==> config.mk <==
export PLATFORM = sky130hd
export DESIGN_NAME = bus_endpoint
export DESIGN_NICKNAME = d
export VERILOG_FILES = /design/src/rtl/bus_endpoint.sv
export SDC_FILE = /design/constraint.sdc
export NUM_CORES = 1
export LEC_CHECK = 0
export ABC_AREA = 1
export CORE_MARGIN = 8
export CORE_UTILIZATION = 43
export CTS_BUF_LIST = sky130_fd_sc_hd__clkbuf_16
export CTS_CLUSTER_SIZE = 24
export DETAILED_ROUTE_END_ITERATION = 10
export REMOVE_ABC_BUFFERS = 1
export SETUP_SLACK_MARGIN = 0.2
export SYNTH_ARGS = -nofsm -noshare
export SYNTH_HDL_FRONTEND = slang
export SYNTH_SLANG_ARGS = --single-unit
export TNS_END_PERCENT = 50
==> constraint.sdc <==
create_clock -name clk -period 5.3 [get_ports clk]
set_clock_uncertainty 0.05 [all_clocks]
set_input_delay 1.06 -clock clk [delete_from_list [all_inputs] [get_ports clk]]
set_output_delay 1.06 -clock clk [all_outputs]
set_load 0.05 [all_outputs]
==> src/rtl/bus_endpoint.sv <==
// Bus endpoint: a TX FIFO drained by the bus and an RX FIFO filled by the bus, both first-word-fall-through.
// Optional destination-address filtering on RX is enabled by defining BUS_ENDPOINT_ADDR_FILTER_EN.
module bus_endpoint #(
  parameter int          pckg_sz   = 16,
  parameter int          depth     = 8,
  parameter logic [7:0]  id        = 8'h00,
  parameter logic [7:0]  broadcast = 8'hFF
) (
  input  logic               clk,
  input  logic               reset,
  output logic               pndng,
  output logic [pckg_sz-1:0] D_pop,
  input  logic               pop,
  input  logic               push,
  input  logic [pckg_sz-1:0] D_push,
  input  logic               tx_wr,
  input  logic [pckg_sz-1:0] tx_data,
  output logic               tx_full,
  input  logic               rx_rd,
  output logic [pckg_sz-1:0] rx_data,
  output logic               rx_empty,
  output logic [7:0]         ovf_cnt,
  output logic [7:0]         drop_cnt
);

  localparam int AW = $clog2(depth);
  localparam int CW = AW + 1;

  typedef logic [AW-1:0] ptr_t;
  typedef logic [CW-1:0] cnt_t;

  logic [pckg_sz-1:0] tx_mem_q [depth];
  logic [pckg_sz-1:0] rx_mem_q [depth];

  ptr_t       tx_wp_q, tx_wp_d, tx_rp_q, tx_rp_d;
  ptr_t       rx_wp_q, rx_wp_d, rx_rp_q, rx_rp_d;
  cnt_t       tx_cnt_q, tx_cnt_d, rx_cnt_q, rx_cnt_d;
  logic [7:0] ovf_q, ovf_d;

  logic tx_pop_ok, tx_wr_ok, tx_full_w;
  logic rx_rd_ok, rx_st_ok, rx_ovf, rx_full_w, addr_ok;

`ifdef BUS_ENDPOINT_ADDR_FILTER_EN
  logic [7:0] drop_q, drop_d;
  logic [7:0] dest;
  assign dest    = D_push[pckg_sz-1 -: 8];
  assign addr_ok = (dest == id) || (dest == broadcast);
`else
  assign addr_ok = 1'b1;
`endif

  assign tx_full_w = (tx_cnt_q == cnt_t'(depth));
  assign rx_full_w = (rx_cnt_q == cnt_t'(depth));

  // A full FIFO still takes a write when the same edge frees a slot.
  assign tx_pop_ok = pop && (tx_cnt_q != '0);
  assign tx_wr_ok  = tx_wr && (!tx_full_w || tx_pop_ok);
  assign rx_rd_ok  = rx_rd && (rx_cnt_q != '0);
  assign rx_st_ok  = push && addr_ok && (!rx_full_w || rx_rd_ok);
  assign rx_ovf    = push && addr_ok && rx_full_w && !rx_rd_ok;

  always_comb begin
    // NOTE: every next-state signal gets a default first so no path leaves it unassigned (no latch).
    tx_cnt_d = tx_cnt_q;
    rx_cnt_d = rx_cnt_q;
    if (tx_wr_ok && !tx_pop_ok)      tx_cnt_d = tx_cnt_q + cnt_t'(1);
    else if (!tx_wr_ok && tx_pop_ok) tx_cnt_d = tx_cnt_q - cnt_t'(1);
    if (rx_st_ok && !rx_rd_ok)       rx_cnt_d = rx_cnt_q + cnt_t'(1);
    else if (!rx_st_ok && rx_rd_ok)  rx_cnt_d = rx_cnt_q - cnt_t'(1);

    // Power-of-two depth lets pointers wrap by natural overflow.
    tx_wp_d = tx_wr_ok  ? tx_wp_q + ptr_t'(1) : tx_wp_q;
    tx_rp_d = tx_pop_ok ? tx_rp_q + ptr_t'(1) : tx_rp_q;
    rx_wp_d = rx_st_ok  ? rx_wp_q + ptr_t'(1) : rx_wp_q;
    rx_rp_d = rx_rd_ok  ? rx_rp_q + ptr_t'(1) : rx_rp_q;

    ovf_d = (rx_ovf && ovf_q != 8'hFF) ? ovf_q + 8'd1 : ovf_q;
`ifdef BUS_ENDPOINT_ADDR_FILTER_EN
    drop_d = (push && !addr_ok && drop_q != 8'hFF) ? drop_q + 8'd1 : drop_q;
`endif
  end

  // NOTE: state registers use non-blocking assignments so all flops update together at the edge.
  always_ff @(posedge clk or posedge reset) begin
    if (reset) begin
      tx_wp_q  <= '0;
      tx_rp_q  <= '0;
      rx_wp_q  <= '0;
      rx_rp_q  <= '0;
      tx_cnt_q <= '0;
      rx_cnt_q <= '0;
      ovf_q    <= '0;
    end else begin
      tx_wp_q  <= tx_wp_d;
      tx_rp_q  <= tx_rp_d;
      rx_wp_q  <= rx_wp_d;
      rx_rp_q  <= rx_rp_d;
      tx_cnt_q <= tx_cnt_d;
      rx_cnt_q <= rx_cnt_d;
      ovf_q    <= ovf_d;
    end
  end

  // NOTE: storage arrays are not reset; the zeroed counts make stale contents invisible.
  always_ff @(posedge clk) begin
    if (tx_wr_ok && !reset) tx_mem_q[tx_wp_q] <= tx_data;
    if (rx_st_ok && !reset) rx_mem_q[rx_wp_q] <= D_push;
  end

`ifdef BUS_ENDPOINT_ADDR_FILTER_EN
  always_ff @(posedge clk or posedge reset) begin
    if (reset) drop_q <= '0;
    else       drop_q <= drop_d;
  end
  assign drop_cnt = drop_q;
`else
  assign drop_cnt = 8'd0;
`endif

  assign pndng    = (tx_cnt_q != '0);
  assign tx_full  = tx_full_w;
  assign rx_empty = (rx_cnt_q == '0);
  assign D_pop    = pndng    ? tx_mem_q[tx_rp_q] : '0;
  assign rx_data  = rx_empty ? '0 : rx_mem_q[rx_rp_q];
  assign ovf_cnt  = ovf_q;

endmodule

Word-level counts from Yosys, hierarchy flattened --
Memories as Yosys holds them, arrays and structs flattened. Cells that the tools add are included.
Word-level totals: logic and storage cells 58, RAM bits 256, memories 2, bits of input ports 38, output and inout port bits 51, bits in registers 28
Memory list:
- rx_mem_q | depth 8, width 16, rd ports 1, clocked after memory_dff 0, write ports 1, RTL line 33 | logic [pckg_sz-1:0] rx_mem_q [depth];
- tx_mem_q | depth 8, width 16, rd ports 1, clocked after memory_dff 0, write ports 1, RTL line 32 | logic [pckg_sz-1:0] tx_mem_q [depth];
Operators by class: reductions and logical operators 27, multiplexer cells 10, equality and inequality tests 3, add/subtract/negate cells 9
Operator list (count):
- $mux W16 | 2
- $mux W4 | 4
- $logic_and A1 B1 Y1 | 13
- $add A3 B1 Y3 const B | 4
- $add A4 B1 Y4 const B | 2
- $add A8 B1 Y8 const B | 1
- $eq A4 B4 Y1 const B | 2
- $ne A8 B8 Y1 const B | 1
- $reduce_bool A4 Y1 | 2
- $sub A4 B1 Y4 const B | 2
- $logic_not A1 Y1 | 7
- $logic_not A4 Y1 | 1
- $mux W1 | 4
- $reduce_bool A2 Y1 | 2
- $logic_or A1 B1 Y1 | 2

Longest topological paths before layout --
Gate-level depths: netlist of run 1.
depth in word-level cells 8, gate-level depth with buffers 15, mapped depth without buffers 15

Worst setup path before layout of run 1 --
No wires, ideal clock.
path kind input -> register, start input reset, end memory tx_mem_q[6][0], enable pin, arrival 2470 ps, data required time 4862 ps, setup time 388 ps, setup slack 2392 ps, cell stages on the path 3, path buffers 0, cells stage by stage clkinv_1 -> nand3_1 -> nor2_1
On the way: cells in the longest elaborated chain, start to end 4
RTL lines:
- start, declared | RTL line 10 | input logic reset,
- $logic_not A1 Y1 | RTL line 106 | if (tx_wr_ok && !reset) tx_mem_q[tx_wp_q] <= tx_data;
- $logic_and A1 B1 Y1 | RTL line 106
- $mux W1 | RTL line 106
- $mux W1 (not written as such) | RTL line 106
- end, declared | RTL line 32
No other way between the ends.

Final worst setup path of run 1 --
start register tx_rp_q[0], end output D_pop[14]
On the way: cells in the longest elaborated chain, start to end 2
RTL lines:
- start, declared | RTL line 35 | ptr_t tx_wp_q, tx_wp_d, tx_rp_q, tx_rp_d;
- start signal, assigned | RTL line 95 | tx_rp_q <= tx_rp_d;
- $mem_v2 Z8 W16
- $mux W16 | RTL line 123 | assign D_pop = pndng ? tx_mem_q[tx_rp_q] : '0;
- end, declared | RTL line 12 | output logic [pckg_sz-1:0] D_pop,
No other way between the ends.

==> flow_summary.json, run 1 <==
{
  "end_kind": "output port",
  "htreeDepth": 1,
  "routed_wl_mm": 26.41,
  "vias_per_cell": 4.805,
  "grt_max_degree": 82,
  "min_path_type": "reg -> reg",
  "required_ps": 4190,
  "cp.buffers_inverters": 2,
  "holdWs_ps": 496.3,
  "postSynthAreaPerCell_sq_um": 10.37,
  "cts_resized": 0,
  "yosysTopAreaCell": "edfxtp_1",
  "fmax_ghz": 0.2206,
  "tns_ps": 0,
  "grt.met1_usage_pct": 20.21,
  "cts_buffer_depth": 3,
  "start_util_pct": 43.70,
  "placed_cells": 1648,
  "cts-root-buf": "clkbuf_16",
  "yosysTopAreaCellShare_pct": 61.29,
  "rsz0062_at_grt": "false",
  "top_level_ports": 89,
  "critPathSlowestCell": "clkdlybuf4s50_1",
  "portBuffers": 80,
  "syn_area_sq_um": 12540,
  "layoutNonFillerInstCount": 1700,
  "vias": 8169,
  "numCtsBuffers": 29,
  "die_h_um": 186.8,
  "post-cts-setup-buffers": 0,
  "hold_viol": 0,
  "period_share_pct": 85.51,
  "cp_top_family": "buffers and inverters",
  "gr-usage-met2_pct": 25.62,
  "grt_usage_pct": 15.31,
  "dieArea_sq_um": 34890,
  "critical_path.cell_chain": "inv_2, nand2_1, nand3_1, nand3_1, nand2_1, nor2_1, clkdlybuf4s50_1",
  "maxSlewViolCount": 0,
  "drv_cap": 0,
  "ys_seq_elements": 284,
  "die_w_um": 186.8,
  "worstSkewPairLatency_ps": 550,
  "arrival_ps": 3420,
  "grt_remaining_overflow": 0,
  "antenna_cells": 0,
  "worstSetupPathType": "reg -> out",
  "wl_per_cell_um": 15.54,
  "worst_slew_pin_slew_ps": 985.7,
  "routabilityCongestion": 0.7322,
  "area_growth_pct": 15.63,
  "status": "complete, no violations",
  "cts.sinks": 284,
  "postLayoutCellArea_sq_um": 14500,
  "ant_nets": 0,
  "busiest_layer": "met2",
  "drive_gt1_share_pct": 6.459,
  "dpl_cell_area_sq_um": 13680,
  "pre_cts_slack_ps": 1317,
  "critPathLaunchType": "register",
  "post-route-min-period_ps": 4532,
  "setup_ws_ps": 767.8,
  "antenna_found_initial": 1,
  "ys_types": 36,
  "grt_pass1_vias": 8126,
  "synth_area_leaders": "edfxtp_1 61%, nor2_1 8.4%, nand2_1 7.5%",
  "powerDensity_nw_per_um2": 578.0,
  "netlist_instances": 1210,
  "drtIter0Drc": 440,
  "cp_slowest_stage_delay_ps": 860,
  "row_count": 62,
  "cts_tree": "built",
  "clk_pin_slew_ps": 60,
  "ys_warn_count": 0,
  "fillers": 2574,
  "final_nets": 1346,
  "hpwl_mm": 15.31,
  "cp_max_fo": 49,
  "drc_errors": 0,
  "setup_violations": 0,
  "use_met3_pct": 2.498,
  "cts_hold_buf": 0,
  "max-vdd-ir-drop_mv": 0.4303,
  "leakage_uw": 0.005897,
  "grt_pass1_wl_mm": 43.37,
  "firstDrtPassIters": 5,
  "max_slew_margin_pct": 34.29,
  "core_area_sq_um": 28700,
  "ys_seq_area_share_pct": 66.88
}
-- cells in the final DEF, fill, tap and decap left out, types with 2 or more instances in the layout --
cell / n
buf_4: 25
clkbuf_16: 29
clkdlybuf4s50_1: 80
clkinv_1: 11
clkinvlp_4: 2
conb_1: 8
dfrtp_1: 26
dfrtp_2: 2
edfxtp_1: 256
fa_1: 2
ha_1: 11
inv_1: 125
inv_2: 4
nand2_1: 252
nand2_2: 4
nand2_4: 2
nand2b_1: 2
nand3_1: 88
nand3_2: 2
nand3_4: 2
nor2_1: 279
nor2_2: 5
nor2_4: 2
o21ai_0: 36
o21ai_1: 36
or2_1: 2
xnor2_1: 10
xor2_1: 4
-- report_power, final --
group	leakage (uW)	total, uW	internal [uW]	switching [uW]
Clock	0.000430	1780	982	802
Combinational	0.00281	3700	1180	2510
Sequential	0.00266	2900	2670	234
Total	0.00590	8380	4830	3550
-- area by class of cell --
cell class | instances | area, sq um | area share (%)
clock buffer | 29 | 725.7 | 5.004
clock inverter | 23 | 100.1 | 0.6902
inverter | 121 | 454.2 | 3.132
multi-input combinational | 754 | 3363 | 23.19
sequential | 284 | 8391 | 57.86
tap | 384 | 480.5 | 3.313
timing repair buffer | 105 | 988.4 | 6.816
-- Yosys cell counts (all sizes together) --
library cell and n:
nand2 258, o21ai 72, nand3b 2, a21oi 2, fa 2, edfxtp 256, xnor2 10, dfrtp 28
nand4 2, or2 3, nand2b 2, conb 1, nand3 92, nor2 286, xor2 4, clkinv 1
buf 48, clkbuf 10, inv 120, ha 11
-- worst min-delay path: stages, from the launching register on --
cell and delay (ps):
dfrtp_1 390, nand2_1 70, nand2_1 60
-- state kept, by name (all words and copies together), names as in the netlist --
signal	count
rx_cnt_q	4
ovf_cnt	8
tx_rp_q	3
rx_wp_q	3
tx_cnt_q	4
tx_mem_q	128
rx_mem_q	128
rx_rp_q	3
tx_wp_q	3
-- stage by stage --
step | utilization [%] | power, uW
6_report | 50.53 | 8383
5_1_grt | 50.53 | 8968
4_1_cts | 50.53 | 8488
3_5_place_dp | 47.65 | 6684
3_3_place_gp | 47.65 | 6658
2_1_floorplan | - | 5468
-- metal layers --
layer	vias to the layer above	wire length (um)
met3	51	1457
met4	2	610
li1	4100	-
met5	-	13
met1	3819	11910
met2	197	12430
-- final timing paths --
kind                              from  slack (ps)  cells after the start           to
min reg2reg                 rx_wp_q[0]         500                      2   rx_wp_q[0]
max in group asynchronous        reset        3720                      3  tx_cnt_q[3]
min in group asynchronous        reset         830                      2  rx_cnt_q[3]
max reg2reg                tx_cnt_q[2]        2650                     14  tx_cnt_q[3]
min                         rx_wp_q[0]         500                      2   rx_wp_q[0]
max                         tx_rp_q[0]         770                      7    D_pop[14]
-- cells by family after synthesis --
kind of cell | Yosys count | share of synthesized area (%)
AO/OA/AOI/OAI | 74 | 2.983
buffers and inverters | 179 | 6.554
XOR/XNOR | 14 | 0.9776
adder cells (fa/ha/maj) | 13 | 1.417
flip-flops | 284 | 66.88
AND/OR/NAND/NOR | 645 | 21.16
other | 1 | 0.02990
Note: power is estimated with default switching activity, not from simulation.
==> run 2: changes to the inputs <==
- PLACE_DENSITY: default -> 0.65
==> run 2 against run 1 <==
Final area increased by 0.78%. Largest power group unchanged. Wire length decreased by 1.8%. Largest cell class unchanged. Critical path depth increased by 1.
==> flow_summary.json, run 2 (same netlist as run 1, synthesis figures left out) <==
{
  "cts_buffer_depth": 3,
  "cts-root-buf": "clkbuf_16",
  "firstDrtPassIters": 5,
  "htreeDepth": 1,
  "final_common_cell": "nor2_1",
  "grt_pass1_wl_mm": 41.97,
  "cp_max_fo": 81,
  "required_ps": 4190,
  "portBuffers": 80,
  "tns_ps": 0,
  "post-route-min-period_ps": 4232,
  "die_w_um": 186.8,
  "antenna_found_initial": 2,
  "post-route-util_pct": 50.92,
  "antenna_cells": 0,
  "final_cell_mix": "281 x nor2_1, 256 x edfxtp_1, 252 x nand2_1, 121 x inv_1, 88 x nand3_1",
  "setup_violations": 0,
  "top_level_ports": 89,
  "row_count": 62,
  "drc_errors": 0,
  "core_area_sq_um": 28700,
  "worstSetupPathType": "reg -> out",
  "fmax_ghz": 0.2363,
  "wl_per_cell_um": 15.25,
  "pre_cts_slack_ps": 1620,
  "numCtsBuffers": 30,
  "leakage_uw": 0.005956,
  "r2r_setup_slack_ps": 2560,
  "fillers": 2601,
  "worst_slew_pin_slew_ps": 997.8,
  "period_share_pct": 79.84,
  "dieArea_sq_um": 34890,
  "arrival_ps": 3120,
  "start_util_pct": 43.70,
  "final_nets": 1345,
  "placed_cells": 1646,
  "rsz0062_at_grt": "false",
  "worstSkewPairLatency_ps": 550,
  "drtIter0Drc": 486,
  "maxSlewViolCount": 0,
  "vias": 8135,
  "grt_pass1_vias": 8020,
  "cts_resized": 0,
  "hpwl_mm": 14.65,
  "status": "complete, no violations",
  "grt_remaining_overflow": 0,
  "max_slew_margin_pct": 33.24,
  "cts_tree": "built",
  "min_path_type": "reg -> reg",
  "post-cts-setup-buffers": 0,
  "setup_ws_ps": 1068,
  "routabilityCongestion": 0.7597,
  "drive_gt1_share_pct": 7.213,
  "cts.sinks": 284,
  "end_kind": "output port",
  "grt_max_degree": 82,
  "hold_viol": 0,
  "ant_nets": 0,
  "grt_usage_pct": 14.68,
  "powerDensity_nw_per_um2": 586.9,
  "max-vdd-ir-drop_mv": 0.3826,
  "clk_pin_slew_ps": 60,
  "die_h_um": 186.8,
  "vias_per_cell": 4.782,
  "layoutNonFillerInstCount": 1701,
  "drv_cap": 0,
  "cts_hold_buf": 0,
  "area_growth_pct": 16.53,
  "critPathLaunchType": "register",
  "routed_wl_mm": 25.94,
  "holdWs_ps": 482.4
}
## run 2: changes by cell type in the layout (fill, tap and decap cells not counted)
cell	previous run	this run
clkinv_8	0	1
clkinv_2	1	11
inv_6	1	0
clkinv_1	11	4
nor2_1	279	281
buf_4	25	23
clkinvlp_4	2	1
inv_1	125	121
bufinv_16	0	3
clkbuf_16	29	30
clkinv_4	0	1
nor2_2	5	3
## run 2: worst paths after layout
path                        startpoint              to  cells after the start
setup reg to reg           tx_cnt_q[0]  tx_mem_q[5][9]                      7
min in group asynchronous        reset      rx_wp_q[0]                      2
max in group asynchronous        reset      tx_rp_q[0]                      3
setup / recovery            rx_rp_q[0]      rx_data[3]                      8
hold reg to reg             rx_wp_q[0]      rx_wp_q[0]                      2
hold / removal              rx_wp_q[0]      rx_wp_q[0]                      2
## run 2: power by group
group,leakage [uW],switching [uW],internal [uW]
logic,0.00280,2550,1170
clock network,0.000498,833,1170
registers,0.00266,182,2670
total,0.00596,3560,5020
## run 2: final cells by class
| cell class | count | area [sq um] | share of cell area, % |
|---|---|---|---|
| repair buffers | 103 | 973.4 | 6.660 |
| multi-input cells | 754 | 3358 | 22.98 |
| well taps | 384 | 480.5 | 3.287 |
| inverters | 121 | 454.2 | 3.108 |
| flip-flops and latches | 284 | 8391 | 57.41 |
| clock buffers | 30 | 750.7 | 5.137 |
| clock inverters | 25 | 207.7 | 1.421 |
## run 2: worst max-delay path, stage by stage (launching register included)
cell and delay [ps]:
dfrtp_2 360, buf_4 660, nor2_1 130, nor2_1 120, o21ai_0 100, nand2_1 110, nor2_1 50, nor2_1 190
clkdlybuf4s50_1 840
## run 2: layer usage
layer | part of all wire (%) | GRT usage [%]
met5 | 0.096 | 0
met4 | 1.9 | 4.032
met3 | 6.2 | 2.871
met2 | 47 | 24.24
met1 | 45 | 19.52
## run 2: per-stage QoR
| step | cell area, sq um | total power [uW] |
|---|---|---|
| 2_1_floorplan | 12200 | 5468 |
| 3_3_place_gp | 13660 | 6607 |
| 3_5_place_dp | 13660 | 6657 |
| 4_1_cts | 14620 | 8682 |
| 5_1_grt | 14620 | 9113 |
| 6_report | 14620 | 8578 |
